File: src/rtl/rect_fill_pkg.sv
// Shared types and constants for the rectangle-fill raster source:
// config field codes, FSM states, RGB565 layout and the rectangle record.
package rect_fill_pkg;

  localparam logic [2:0] FIELD_X0     = 3'd0;
  localparam logic [2:0] FIELD_Y0     = 3'd1;
  localparam logic [2:0] FIELD_X1     = 3'd2;
  localparam logic [2:0] FIELD_Y1     = 3'd3;
  localparam logic [2:0] FIELD_COLOUR = 3'd4;
  localparam logic [2:0] FIELD_EN     = 3'd5;
  localparam logic [2:0] FIELD_BG     = 3'd6;

  typedef enum logic [1:0] {
    ST_IDLE,
    ST_LATCH,
    ST_SCAN,
    ST_DONE
  } fill_state_t;

  localparam int RGB_R_LSB = 11;
  localparam int RGB_R_W   = 5;
  localparam int RGB_G_LSB = 5;
  localparam int RGB_G_W   = 6;
  localparam int RGB_B_LSB = 0;
  localparam int RGB_B_W   = 5;

  // Rect coordinates are held at full config width so any COORD_W fits;
  // unused upper bits are constant zero and trim away.
  localparam int RECT_COORD_W = 16;

  typedef struct packed {
    logic [RECT_COORD_W-1:0] x0;
    logic [RECT_COORD_W-1:0] y0;
    logic [RECT_COORD_W-1:0] x1;
    logic [RECT_COORD_W-1:0] y1;
    logic [15:0]             colour;
    logic                    en;
  } rect_t;

  function automatic logic [15:0] pack_rgb565(input logic [4:0] r,
                                              input logic [5:0] g,
                                              input logic [4:0] b);
    logic [15:0] c;
    c = '0;
    c[RGB_R_LSB +: RGB_R_W] = r;
    c[RGB_G_LSB +: RGB_G_W] = g;
    c[RGB_B_LSB +: RGB_B_W] = b;
    return c;
  endfunction

endpackage

File: src/rtl/rect_fill_engine_rect_hit.sv
// Inclusive-bounds hit test of one shadow rectangle against the scan point.
// An inverted rectangle (x0>x1 or y0>y1) can never satisfy both bounds.
module rect_hit
  import rect_fill_pkg::*;
(
  input  rect_t                   rect,
  input  logic [RECT_COORD_W-1:0] x,
  input  logic [RECT_COORD_W-1:0] y,
  output logic                    hit
);

  assign hit = rect.en
             && (rect.x0 <= x) && (x <= rect.x1)
             && (rect.y0 <= y) && (y <= rect.y1);

endmodule

File: src/rtl/rect_fill_engine.sv
// Row-major raster source: on frame_start, snapshots the rectangle config and
// emits one RGB565 pixel per pixel_ready slot until the full frame is issued.
module rect_fill_engine
  import rect_fill_pkg::*;
#(
  parameter int WIDTH    = 128,
  parameter int HEIGHT   = 128,
  parameter int NUM_RECT = 4,
  parameter int COORD_W  = 7
) (
  input  logic                        clk_main,
  input  logic                        rst_n,
  input  logic                        cfg_wr_en,
  input  logic [$clog2(NUM_RECT)-1:0] cfg_index,
  input  logic [2:0]                  cfg_field,
  input  logic [15:0]                 cfg_data,
  input  logic                        frame_start,
  output logic                        busy,
  output logic                        frame_done,
  input  logic                        pixel_ready,
  output logic                        pixel_wr_en,
  output logic [COORD_W-1:0]          pixel_addr_x,
  output logic [COORD_W-1:0]          pixel_addr_y,
  output logic [15:0]                 pixel_wr_data
);

  rect_t             live_rect   [NUM_RECT];
  rect_t             shadow_rect [NUM_RECT];
  logic [15:0]       live_bg;
  logic [15:0]       shadow_bg;
  fill_state_t       state_q;
  fill_state_t       state_d;
  logic [COORD_W-1:0] x_q;
  logic [COORD_W-1:0] y_q;
  logic [NUM_RECT-1:0] hit;
  logic [15:0]       colour;
  logic              issue;
  logic              last_col;
  logic              last_pixel;

  // NOTE: the rect register file is small and its reset value is observable
  // (an unprogrammed slot must read disabled), so it is reset like any flop.
  always_ff @(posedge clk_main or negedge rst_n) begin
    if (!rst_n) begin
      for (int i = 0; i < NUM_RECT; i++) live_rect[i] <= '0;
      live_bg <= '0;
    end else if (cfg_wr_en) begin
      case (cfg_field)
        FIELD_X0:     live_rect[cfg_index].x0 <= RECT_COORD_W'(cfg_data[COORD_W-1:0]);
        FIELD_Y0:     live_rect[cfg_index].y0 <= RECT_COORD_W'(cfg_data[COORD_W-1:0]);
        FIELD_X1:     live_rect[cfg_index].x1 <= RECT_COORD_W'(cfg_data[COORD_W-1:0]);
        FIELD_Y1:     live_rect[cfg_index].y1 <= RECT_COORD_W'(cfg_data[COORD_W-1:0]);
        FIELD_COLOUR: live_rect[cfg_index].colour <= cfg_data;
        FIELD_EN:     live_rect[cfg_index].en <= cfg_data[0];
        FIELD_BG:     live_bg <= cfg_data;
        default:      ;
      endcase
    end
  end

  // Snapshot taken once per frame so host writes during SCAN cannot tear it.
  always_ff @(posedge clk_main or negedge rst_n) begin
    if (!rst_n) begin
      for (int i = 0; i < NUM_RECT; i++) shadow_rect[i] <= '0;
      shadow_bg <= '0;
    end else if (state_q == ST_LATCH) begin
      shadow_rect <= live_rect;
      shadow_bg   <= live_bg;
    end
  end

  assign issue      = (state_q == ST_SCAN) && pixel_ready;
  assign last_col   = (x_q == COORD_W'(WIDTH - 1));
  assign last_pixel = last_col && (y_q == COORD_W'(HEIGHT - 1));

  // NOTE: state_d gets its default before the case so no path leaves it
  // unassigned, which would otherwise infer a latch.
  always_comb begin
    state_d = state_q;
    case (state_q)
      ST_IDLE:  if (frame_start) state_d = ST_LATCH;
      ST_LATCH: state_d = ST_SCAN;
      ST_SCAN:  if (issue && last_pixel) state_d = ST_DONE;
      ST_DONE:  state_d = ST_IDLE;
      default:  state_d = ST_IDLE;
    endcase
  end

  // NOTE: registers use non-blocking assignments so every flop samples the
  // pre-edge values regardless of block ordering.
  always_ff @(posedge clk_main or negedge rst_n) begin
    if (!rst_n) state_q <= ST_IDLE;
    else        state_q <= state_d;
  end

  always_ff @(posedge clk_main or negedge rst_n) begin
    if (!rst_n) begin
      x_q <= '0;
      y_q <= '0;
    end else if (state_q == ST_LATCH) begin
      x_q <= '0;
      y_q <= '0;
    end else if (issue) begin
      if (last_col) begin
        x_q <= '0;
        y_q <= y_q + 1'b1;
      end else begin
        x_q <= x_q + 1'b1;
      end
    end
  end

  for (genvar g = 0; g < NUM_RECT; g++) begin : g_hit
    rect_hit u_rect_hit (
      .rect (shadow_rect[g]),
      .x    (RECT_COORD_W'(x_q)),
      .y    (RECT_COORD_W'(y_q)),
      .hit  (hit[g])
    );
  end

  // Later slots override earlier ones: highest-index hit wins.
  always_comb begin
    colour = shadow_bg;
    for (int i = 0; i < NUM_RECT; i++) begin
      if (hit[i]) colour = shadow_rect[i].colour;
    end
  end

  always_ff @(posedge clk_main or negedge rst_n) begin
    if (!rst_n) begin
      pixel_wr_en   <= 1'b0;
      pixel_addr_x  <= '0;
      pixel_addr_y  <= '0;
      pixel_wr_data <= '0;
      frame_done    <= 1'b0;
      busy          <= 1'b0;
    end else begin
      pixel_wr_en <= issue;
      if (issue) begin
        pixel_addr_x  <= x_q;
        pixel_addr_y  <= y_q;
        pixel_wr_data <= colour;
      end
      frame_done <= (state_q == ST_DONE);
      busy       <= (state_d != ST_IDLE);
    end
  end

endmodule
File: config.mk
export PLATFORM = sky130hd
export DESIGN_NAME = rect_fill_engine
export DESIGN_NICKNAME = d
export VERILOG_FILES = /design/src/rtl/rect_fill_pkg.sv /design/src/rtl/rect_fill_engine_rect_hit.sv /design/src/rtl/rect_fill_engine.sv
export SDC_FILE = /design/constraint.sdc
export NUM_CORES = 1
export LEC_CHECK = 0
export BUFFER_PORTS_ARGS = -buffer_cell sky130_fd_sc_hd__buf_2
export CELL_PAD_IN_SITES_DETAIL_PLACEMENT = 0
export CELL_PAD_IN_SITES_GLOBAL_PLACEMENT = 1
export CORE_MARGIN = 10
export CORE_UTILIZATION = 50
export CTS_CLUSTER_DIAMETER = 80
export DETAILED_ROUTE_END_ITERATION = 8
export GPL_ROUTABILITY_DRIVEN = 0
export PLACE_DENSITY = 0.76
export SLEW_MARGIN = 20
export SYNTH_ARGS = -nofsm -noshare
export SYNTH_HDL_FRONTEND = slang
export SYNTH_SLANG_ARGS = --single-unit
export TNS_END_PERCENT = 10
File: constraint.sdc
create_clock -name clk_main -period 5.5 [get_ports clk_main]
set_input_delay 0.275 -clock clk_main [delete_from_list [all_inputs] [get_ports clk_main]]
set_output_delay 0.275 -clock clk_main [all_outputs]
set_load 0.005 [all_outputs]
==> results of run 1 <==
==> timing repair <==
item,in CTS,in global routing
buffers inserted,0,0
setup endpoints to repair,0,0
endpoints found under the hold margin,139,0
hold buffers,10,0
==> where the power goes <==
part / internal (mW) / switching [mW]
registers: 5.71 / 0.255
logic: 0.503 / 0.592
clock network: 3.17 / 2.08
==> routing by layer <==
metal | vias up | GRT usage
met3 | 109 | 0.0410
met1 | 8832 | 0.254
met5 | - | 0
li1 | 7857 | -
met2 | 286 | 0.281
met4 | 12 | 0.0519
==> layout make-up <==
type | instances | area, µm² | share of cell area
Sequential cell | 729 | 18200 | 0.542
Multi-Input combinational cell | 1290 | 11000 | 0.327
Clock buffer | 110 | 2210 | 0.0656
Tap cell | 773 | 967 | 0.0287
Timing Repair Buffer | 84 | 583 | 0.0173
Clock inverter | 26 | 368 | 0.0109
Inverter | 77 | 289 | 0.00858
Antenna cell | 2 | 5.00 | 0.000149
==> kinds of logic (layout without fill, tap and decap cells) <==
logic type / after synthesis / count (layout)
adder cells (fa/ha/maj): 118 / 118
flip-flops: 729 / 729
XOR/XNOR: 10 / 10
AO/OA/AOI/OAI: 239 / 239
other: 0 / 2
buffers and inverters: 183 / 297
AND/OR/NAND/NOR: 426 / 426
multiplexers: 497 / 497
==> path summary, 6_finish.rpt <==
check                              startpoint                            to  slack (ns)  cells after the start
max                        y_q[0]$_DFFE_PN0P_  pixel_wr_data[2]$_DFFE_PN0P_        1.98                     10
min                               frame_start          state_q[1]$_DFF_PN0_        0.08                      3
max reg2reg                y_q[0]$_DFFE_PN0P_  pixel_wr_data[2]$_DFFE_PN0P_        1.98                     10
min reg2reg                          register                      register        0.48                      1
max in group asynchronous               rst_n        live_bg[2]$_DFFE_PN0P_        3.73                      3
min in group asynchronous               rst_n  shadow_rect[225]$_DFFE_PN0P_        0.31                      2
==> placed cells by master, fill, tap and decap left out, types with 7 or more instances in the layout <==
cell             n
nand2_1        105
clkbuf_1        17
clkinv_2        12
nand3_1         11
dlygate4sd3_1   10
a21o_1          13
nor2_1          43
xnor2_1         10
buf_2           57
nor2b_1         66
o21a_1           7
nand4_1         19
and2_1          90
inv_1           77
nand4b_1        11
mux2i_1         17
a21oi_1         66
o21ai_0         80
dfrtp_1        729
bufinv_16        8
clkbuf_16       77
ha_1           117
buf_4           11
o22ai_1         21
mux2_2         479
nor3_1          12
clkbuf_8        16
a211o_1         16
nor4_1          23
==> worst max-delay path, delay by kind of cell, from the launching register on <==
kind / cells / cell delay [ns]
AO/OA/AOI/OAI: 6 / 1.61
buffers and inverters: 1 / 0.24
adder cells (fa/ha/maj): 1 / 0.25
flip-flops: 1 / 0.54
AND/OR/NAND/NOR: 2 / 0.75
==> run_results.csv, run 1 <==
group,metric,value,unit
logic_synthesis,synth_common_cells,"dfrtp_1, mux2_2, ha_1",
cts,htree_levels,3,
timing,setup_ws,1.98,ns
logic_synthesis,synth_simple_gate_area_frac,0.0793,
logic_synthesis,synth_compound_area_frac,0.0492,
final_layout,finish.net_count,2402,
timing,setup_tns,0,ns
global_routing,overflow,0,
logic_synthesis,synth_top_family_by_area,"multiplexers",
final_layout,final_layout_size_suffix_gt1_frac,0.297,
logic_synthesis,synth_area_leaders,"dfrtp_1, mux2_2, ha_1",
logic_synthesis,yosysWarningCount,0,
setup_path,path_max_fanout,16,
route,firstDrtPassIters,4,
global_routing,grt_pass1_wl,101000,µm
placement,place_ws,1.99,ns
logic_synthesis,synth_top_area_cell,"dfrtp_1",
timing,tightest_slew,1.13,ns
setup_path,crit_path_end_kind,"register",
route,avgRoutedWirePerCell,20.3,µm
logic_synthesis,synth-main-ff-cell,"dfrtp_1",
floorplan,fp-row-count,89,
logic_synthesis,yosys.cell_count.top_type,"dfrtp_1",
logic_synthesis,ys_ff_latch,729,
route,vias_per_cell,5.53,
setup_path,cp.required,5.98,ns
timing,setup-violations-final,0,
logic_synthesis,seq_area_frac_synth,0.609,
route,drc,0,
timing,hold_ws,0.0777,ns
power,p_per_area,366,nW/µm²
setup_path,critPathSlowestCell,"a221oi_1",
timing,hold_violations,0,
timing,rsz0062_at_grt,"false",
worst_hold_path,hold_class,"in -> reg",
global_routing,grt_max_degree,191,
logic_synthesis,synth.distinct_cells,56,
logic_synthesis,async_reset_ff_frac,1.00,
timing,min_period,3.52,ns
cts,cts_tree,"done",
route,dr_wl_met3,2950,µm
logic_synthesis,syn_nets,2346,
global_routing,grt_pass1_vias,17900,
setup_path,slowest_delay,0.75,ns
floorplan,die_area,70100,µm²
final_layout,postLayoutCoreUtil,0.570,
setup_path,crit_arrival,4.01,ns
logic_synthesis,avgSynthCellArea,13.6,µm²
global_routing,track_usage,0.182,
setup_path,crit_type,"reg -> reg",
setup_path,cpMostUsedCell,"a21oi_1",
cts,cts_resized,0,
placement,dp_cells,2943,
final_layout,fin_cells,3091,
cts,path_clk_slew,0.06,ns
route,route.antenna.remaining_nets,0,
route,highest_layer,"met5",
timing,finalCritPeriodShare,0.640,
logic_synthesis,synth_edf_count,0,
route,dr_wl_met2,28500,µm
cts,root_buffer,"clkbuf_16",
power,max-vdd-ir-drop,0.244,mV
route,drtIter0Drc,1044,
setup_path,worstPathCellList,"inv_1, ha_1, nand3b_1, a21boi_1, o21ai_0, a221oi_1, a2111oi_2, nand2b_1, a21oi_1, a21oi_1",
placement,hpwl,38900,µm
timing,finalMaxSlewViolations,0,
floorplan,die_height,265,µm
global_routing,antenna_found_initial,7,
cts,cts_buffer_depth,3,
timing,maxSlewHeadroom,0.246,
setup_path,startpoint_type,"register",
placement,dpl_cell_area,31000,µm²
timing,max_freq,0.284,GHz
floorplan,initial_utilization,0.506,
floorplan,num_io_pins,59,
placement,port_buffers,58,
final_layout,finish.instance_area,33700,µm²
cts,cts-buffers-inserted,76,
timing,finClkSkew,0.0257,ns
logic_synthesis,synth_area,29900,µm²
floorplan,die_w,265,µm
route,vias,17100,
cts,clock_latency,0.61,ns
logic_synthesis,yosysTopAreaCellShare,0.609,
logic_synthesis,synthMuxAreaShare,0.186,
run_status,status,"finished clean",
route,wl,62900,µm
logic_synthesis,synth_xor_area_frac,0.00292,
final_layout,fillers,4632,
power,p_leak,16.6,nW
cts,cts.sinks,729,
floorplan,core,59100,µm²
power,power,12.3,mW
flow_run,drv_cap,0,
route,wl_met1,29800,µm
logic_synthesis,synth_cells,2202,
logic_synthesis,synth_fa_ha_area_frac,0.0493,
final_layout,syn_to_final_growth,12.5,%
Note: power is estimated with default switching activity, not from simulation.
==> run 2, diff against run 1 <==
==> constraint.sdc (replaced) <==
create_clock -name clk_main -period 3.3 [get_ports clk_main]
set_input_delay 0.165 -clock clk_main [delete_from_list [all_inputs] [get_ports clk_main]]
set_output_delay 0.165 -clock clk_main [all_outputs]
set_load 0.005 [all_outputs]
==> run_results.csv, run 2 (synthesis gave the netlist of run 1 again) <==
group,metric,value,unit
run_status,status,"finished clean",
timing,setup-violations-final,0,
final_layout,final_common_cell,"dfrtp_1",
setup_path,startpoint_type,"register",
global_routing,grt_use_met3,0.0400,
timing,setup_ws,0.300,ns
timing,finClkSkew,0.0261,ns
route,firstDrtPassIters,5,
final_layout,final_cell_mix,"dfrtp_1, mux2_2, ha_1, nand2_1, and2_1",
final_layout,ff_latch_area,18200,µm²
setup_path,regToRegStartpoint,"x_q[6]$_DFFE_PN0P_",
placement,port_buffers,58,
global_routing,grt_max_degree,105,
floorplan,initial_utilization,0.506,
route,vias_per_cell,5.49,
floorplan,core,59100,µm²
global_routing,antenna_found_initial,1,
route,wl,62700,µm
timing,setup_tns,0,ns
global_routing,grt_pass1_vias,18400,
global_routing,track_usage,0.183,
power,max-vdd-ir-drop,0.430,mV
timing,hold_ws,0.152,ns
setup_path,worstPathCellList,"inv_1, ha_1, a211oi_1, nand3_1, a21oi_2, o2111ai_4, buf_4, mux2i_1, a211o_1, a21oi_1",
cts,cts_resized,0,
timing,maxSlewHeadroom,0.460,
floorplan,fp-row-count,89,
cts,clock_latency,0.63,ns
floorplan,die_w,265,µm
final_layout,final_layout_size_suffix_gt1_frac,0.309,
global_routing,grtUsageMet1,0.254,
floorplan,die_height,265,µm
cts,path_clk_slew,0.06,ns
global_routing,grt_pass1_wl,103000,µm
floorplan,num_io_pins,59,
cts,htree_levels,3,
cts,post_cts_buffers,0,
timing,min_period,3.00,ns
timing,finalMaxSlewViolations,0,
setup_path,rrSetupSlack,0.30,ns
global_routing,gr-usage-met2,0.289,
timing,hold_violations,0,
route,route.antenna.remaining_nets,0,
cts,cts_tree,"done",
setup_path,cp.required,3.84,ns
route,avgRoutedWirePerCell,20.1,µm
final_layout,multiInputGateArea,11000,µm²
placement,hpwl,39300,µm
setup_path,crit_arrival,3.54,ns
setup_path,r2r_end,"pixel_wr_data[10]$_DFFE_PN0P_",
flow_run,drv_cap,0,
power,p_leak,16.9,nW
final_layout,syn_to_final_growth,13.9,%
route,drtIter0Drc,1101,
timing,tightest_slew,0.810,ns
worst_hold_path,hold_class,"in -> reg",
timing,rsz0062_at_grt,"false",
route,drc,0,
cts,cts_buffer_depth,3,
setup_path,rr_worst_depth,10,
setup_path,slowest_delay,0.52,ns
power,p_per_area,610,nW/µm²
cts,cts.sinks,729,
setup_path,crit_path_end,"pixel_wr_data[10]$_DFFE_PN0P_",
timing,max_freq,0.333,GHz
placement,place_ws,0.326,ns
setup_path,path_max_fanout,16,
setup_path,crit_type,"reg -> reg",
setup_path,critPathSlowestCell,"dfrtp_1",
timing,finalCritPeriodShare,0.909,
global_routing,overflow,0,
floorplan,die_area,70100,µm²
setup_path,crit_path_end_kind,"register",
cts,cts-buffers-inserted,76,
final_layout,finish.net_count,2438,
global_routing,grt_busiest_layer,"met2",
setup_path,startpoint,"x_q[6]$_DFFE_PN0P_",
cts,root_buffer,"clkbuf_16",
route,vias,17200,
final_layout,fillers,4663,
cts,holdBufCountCts,11,
[run 2: cell types whose count changed in the layout (fill, tap and decap cells not counted), sizes merged]
cell         previous run  this run
clkbuf                110       109
inv                    80        84
buf                    74       109
bufinv                  8         7
dlygate4sd3            10        11
diode                   2         1
[run 2: per-layer routing]
layer	part of all wire	vias up
met5	0	-
li1	-	7913
met2	0.46	258
met3	0.044	101
met1	0.48	8905
met4	0.022	0
[run 2: worst max-delay path, delay by kind of cell (launching register included)]
| family | cells | cell delay (ns) |
|---|---|---|
| mux | 1 | 0.17 |
| simple gates | 1 | 0.13 |
| fa+ha+maj | 1 | 0.37 |
| flops | 1 | 0.52 |
| compound gates | 5 | 1.15 |
| buf+inv | 2 | 0.56 |
[run 2: worst min-delay path by stage]
| stage | cells past startpoint | endpoint | from | slack, ns |
|---|---|---|---|---|
| 2_1_floorplan | 0 | async pin | rst_n | -0.13 |
| 3_3_place_gp | 1 | shadow_rect[241]$_DFFE_PN0P_ | rst_n | 0.25 |
| 3_5_place_dp | 1 | async pin | rst_n | 0.27 |
| 4_1_cts | 4 | register | cfg_index[0] | 0.11 |
| 5_1_grt | 3 | register | cfg_index[0] | 0.17 |
| 6_report | 4 | register | cfg_index[0] | 0.15 |
[run 2: final cells by class]
| class | count | share of cell area |
|---|---|---|
| Antenna cell | 1 | 0.0000734 |
| Clock buffer | 109 | 0.0659 |
| Clock inverter | 29 | 0.0116 |
| Inverter | 77 | 0.00847 |
| Multi-Input combinational cell | 1290 | 0.323 |
| Sequential cell | 729 | 0.535 |
| Tap cell | 773 | 0.0284 |
| Timing Repair Buffer | 120 | 0.0280 |
[run 2: metrics by stage]
| stage | area (µm²) | std cells | util | total power, mW |
|---|---|---|---|---|
| floorplan | 29900 | 2202 | - | 11.1 |
| global placement | 31400 | 2978 | 0.530 | 11.9 |
| detailed placement | 31400 | 2978 | 0.530 | 12.0 |
| CTS | 34100 | 3127 | 0.577 | 21.0 |
| global route | 34100 | 3127 | 0.577 | 21.7 |
| finish | 34100 | 3128 | 0.577 | 20.8 |
[run 2: power breakdown]
group / switching, mW / leakage (nW) / internal, mW
logic: 1.09 / 5.72 / 0.909
registers: 0.357 / 9.85 / 9.52
clock network: 3.59 / 1.32 / 5.34
==> run 3, diff against run 2 <==
--- a/config.mk
+++ b/config.mk
@@ -13,7 +13,7 @@
 export CTS_CLUSTER_DIAMETER = 80
 export DETAILED_ROUTE_END_ITERATION = 8
 export GPL_ROUTABILITY_DRIVEN = 0
-export PLACE_DENSITY = 0.76
+export PLACE_DENSITY = 0.78
 export SLEW_MARGIN = 20
 export SYNTH_ARGS = -nofsm -noshare
 export SYNTH_HDL_FRONTEND = slang
==> run_results.csv, run 3 (synthesis gave the netlist of run 1 again) <==
group,metric,value,unit
floorplan,die_w,265,µm
global_routing,grt_pass1_wl,104000,µm
cts,cts-buffers-inserted,76,
timing,max_freq,0.330,GHz
final_layout,final_cell_mix,"dfrtp_1, mux2_2, ha_1, nand2_1, and2_1",
setup_path,startpoint,"x_q[1]$_DFFE_PN0P_",
placement,hpwl,40800,µm
timing,hold_violations,0,
timing,maxSlewHeadroom,0.422,
floorplan,core,59100,µm²
power,p_leak,16.9,nW
timing,finClkSkew,0.0349,ns
setup_path,path_max_fanout,16,
route,avgRoutedWirePerCell,20.3,µm
final_layout,finish.net_count,2446,
setup_path,startpoint_type,"register",
final_layout,final_common_cell,"dfrtp_1",
timing,tightest_slew,0.867,ns
route,vias,17300,
setup_path,r2r_end,"pixel_wr_data[2]$_DFFE_PN0P_",
floorplan,die_area,70100,µm²
timing,setup-violations-final,0,
timing,finalCritPeriodShare,0.917,
setup_path,regToRegStartpoint,"x_q[1]$_DFFE_PN0P_",
cts,htree_levels,3,
global_routing,grt_pass1_vias,18500,
setup_path,crit_path_end,"pixel_wr_data[2]$_DFFE_PN0P_",
final_layout,fillers,4650,
global_routing,overflow,0,
floorplan,fp-row-count,89,
setup_path,cp.required,3.86,ns
global_routing,grt_max_degree,88,
global_routing,track_usage,0.186,
route,route.antenna.remaining_nets,0,
route,wl,63700,µm
worst_hold_path,hold_class,"in -> reg",
final_layout,final_layout_size_suffix_gt1_frac,0.310,
cts,root_buffer,"clkbuf_16",
setup_path,rrSetupSlack,0.27,ns
power,max-vdd-ir-drop,0.478,mV
setup_path,crit_arrival,3.58,ns
setup_path,rr_worst_depth,11,
timing,min_period,3.03,ns
route,drtIter0Drc,1036,
cts,cts_tree,"done",
floorplan,die_height,265,µm
floorplan,num_io_pins,59,
global_routing,antenna_found_initial,6,
route,drc,0,
floorplan,initial_utilization,0.506,
setup_path,crit_type,"reg -> reg",
timing,setup_tns,0,ns
cts,path_clk_slew,0.06,ns
timing,rsz0062_at_grt,"false",
cts,cts_buffer_depth,3,
timing,hold_ws,0.133,ns
placement,port_buffers,58,
route,vias_per_cell,5.51,
final_layout,syn_to_final_growth,14.2,%
cts,cts.sinks,729,
setup_path,crit_path_end_kind,"register",
flow_run,drv_cap,0,
power,p_per_area,607,nW/µm²
cts,clock_latency,0.64,ns
run_status,status,"finished clean",
timing,finalMaxSlewViolations,0,
route,firstDrtPassIters,5,
run 3: layout make-up:
class	instances	area, µm²	share of cell area
antenna	1	2.50	0.0000731
clock buffer	107	2180	0.0637
clock inverter	31	462	0.0135
inverter	77	289	0.00845
multi-input combinational	1290	11000	0.322
sequential	729	18200	0.533
tap	773	967	0.0283
timing repair buffer	128	1050	0.0308
run 3: power breakdown:
group	internal (mW)	leakage [nW]	switching (mW)	total [mW]
registers	9.52	9.85	0.362	9.88
logic	0.894	5.78	1.08	1.97
clock network	5.35	1.29	3.58	8.93
run 3: critical path, stage by stage (launching register included):
cell and delay [ns]:
dfrtp_1 0.56, inv_1 0.27, ha_1 0.37, nor2b_1 0.14, o211ai_1 0.17, nand3_1 0.12, a21oi_2 0.23, o2111ai_4 0.14
buf_4 0.29, mux2i_1 0.16, a211o_1 0.30, a21oi_1 0.17
run 3: worst min-delay path by stage:
| stage | to | cells past startpoint | start |
|---|---|---|---|
| 2_1_floorplan | async pin | 0 | rst_n |
| 3_3_place_gp | async pin | 1 | rst_n |
| 3_5_place_dp | shadow_rect[219]$_DFFE_PN0P_ | 1 | rst_n |
| 4_1_cts | register | 3 | cfg_field[2] |
| 5_1_grt | register | 3 | cfg_field[2] |
| 6_report | register | 3 | cfg_field[2] |
run 3: repair_timing:
action	4_1_cts	5_1_grt
endpoints found under the hold margin	119	0
hold buffers	11	0
resized for setup	0	0
buffers inserted	0	0
setup endpoints to repair	0	0
run 3: per-layer routing:
metal / GRT usage / share of wire / wire length [µm]
met1: 0.259 / 0.47 / 30100
met2: 0.292 / 0.46 / 29200
met3: 0.0426 / 0.049 / 3130
met4: 0.0475 / 0.019 / 1230
met5: 0 / 0.00072 / 46
run 3: metrics by stage:
| stage | power [mW] | cells | setup slack (ns) | util | cell area [µm²] |
|---|---|---|---|---|---|
| 2_1_floorplan | 11.1 | 2202 | 0.617 | - | 29900 |
| 3_3_place_gp | 11.9 | 2986 | 0.340 | 0.532 | 31500 |
| 3_5_place_dp | 12.0 | 2986 | 0.287 | 0.532 | 31500 |
| 4_1_cts | 21.0 | 3135 | 0.278 | 0.579 | 34200 |
| 5_1_grt | 21.7 | 3136 | 0.0728 | 0.579 | 34200 |
| 6_report | 20.8 | 3136 | 0.274 | 0.579 | 34200 |
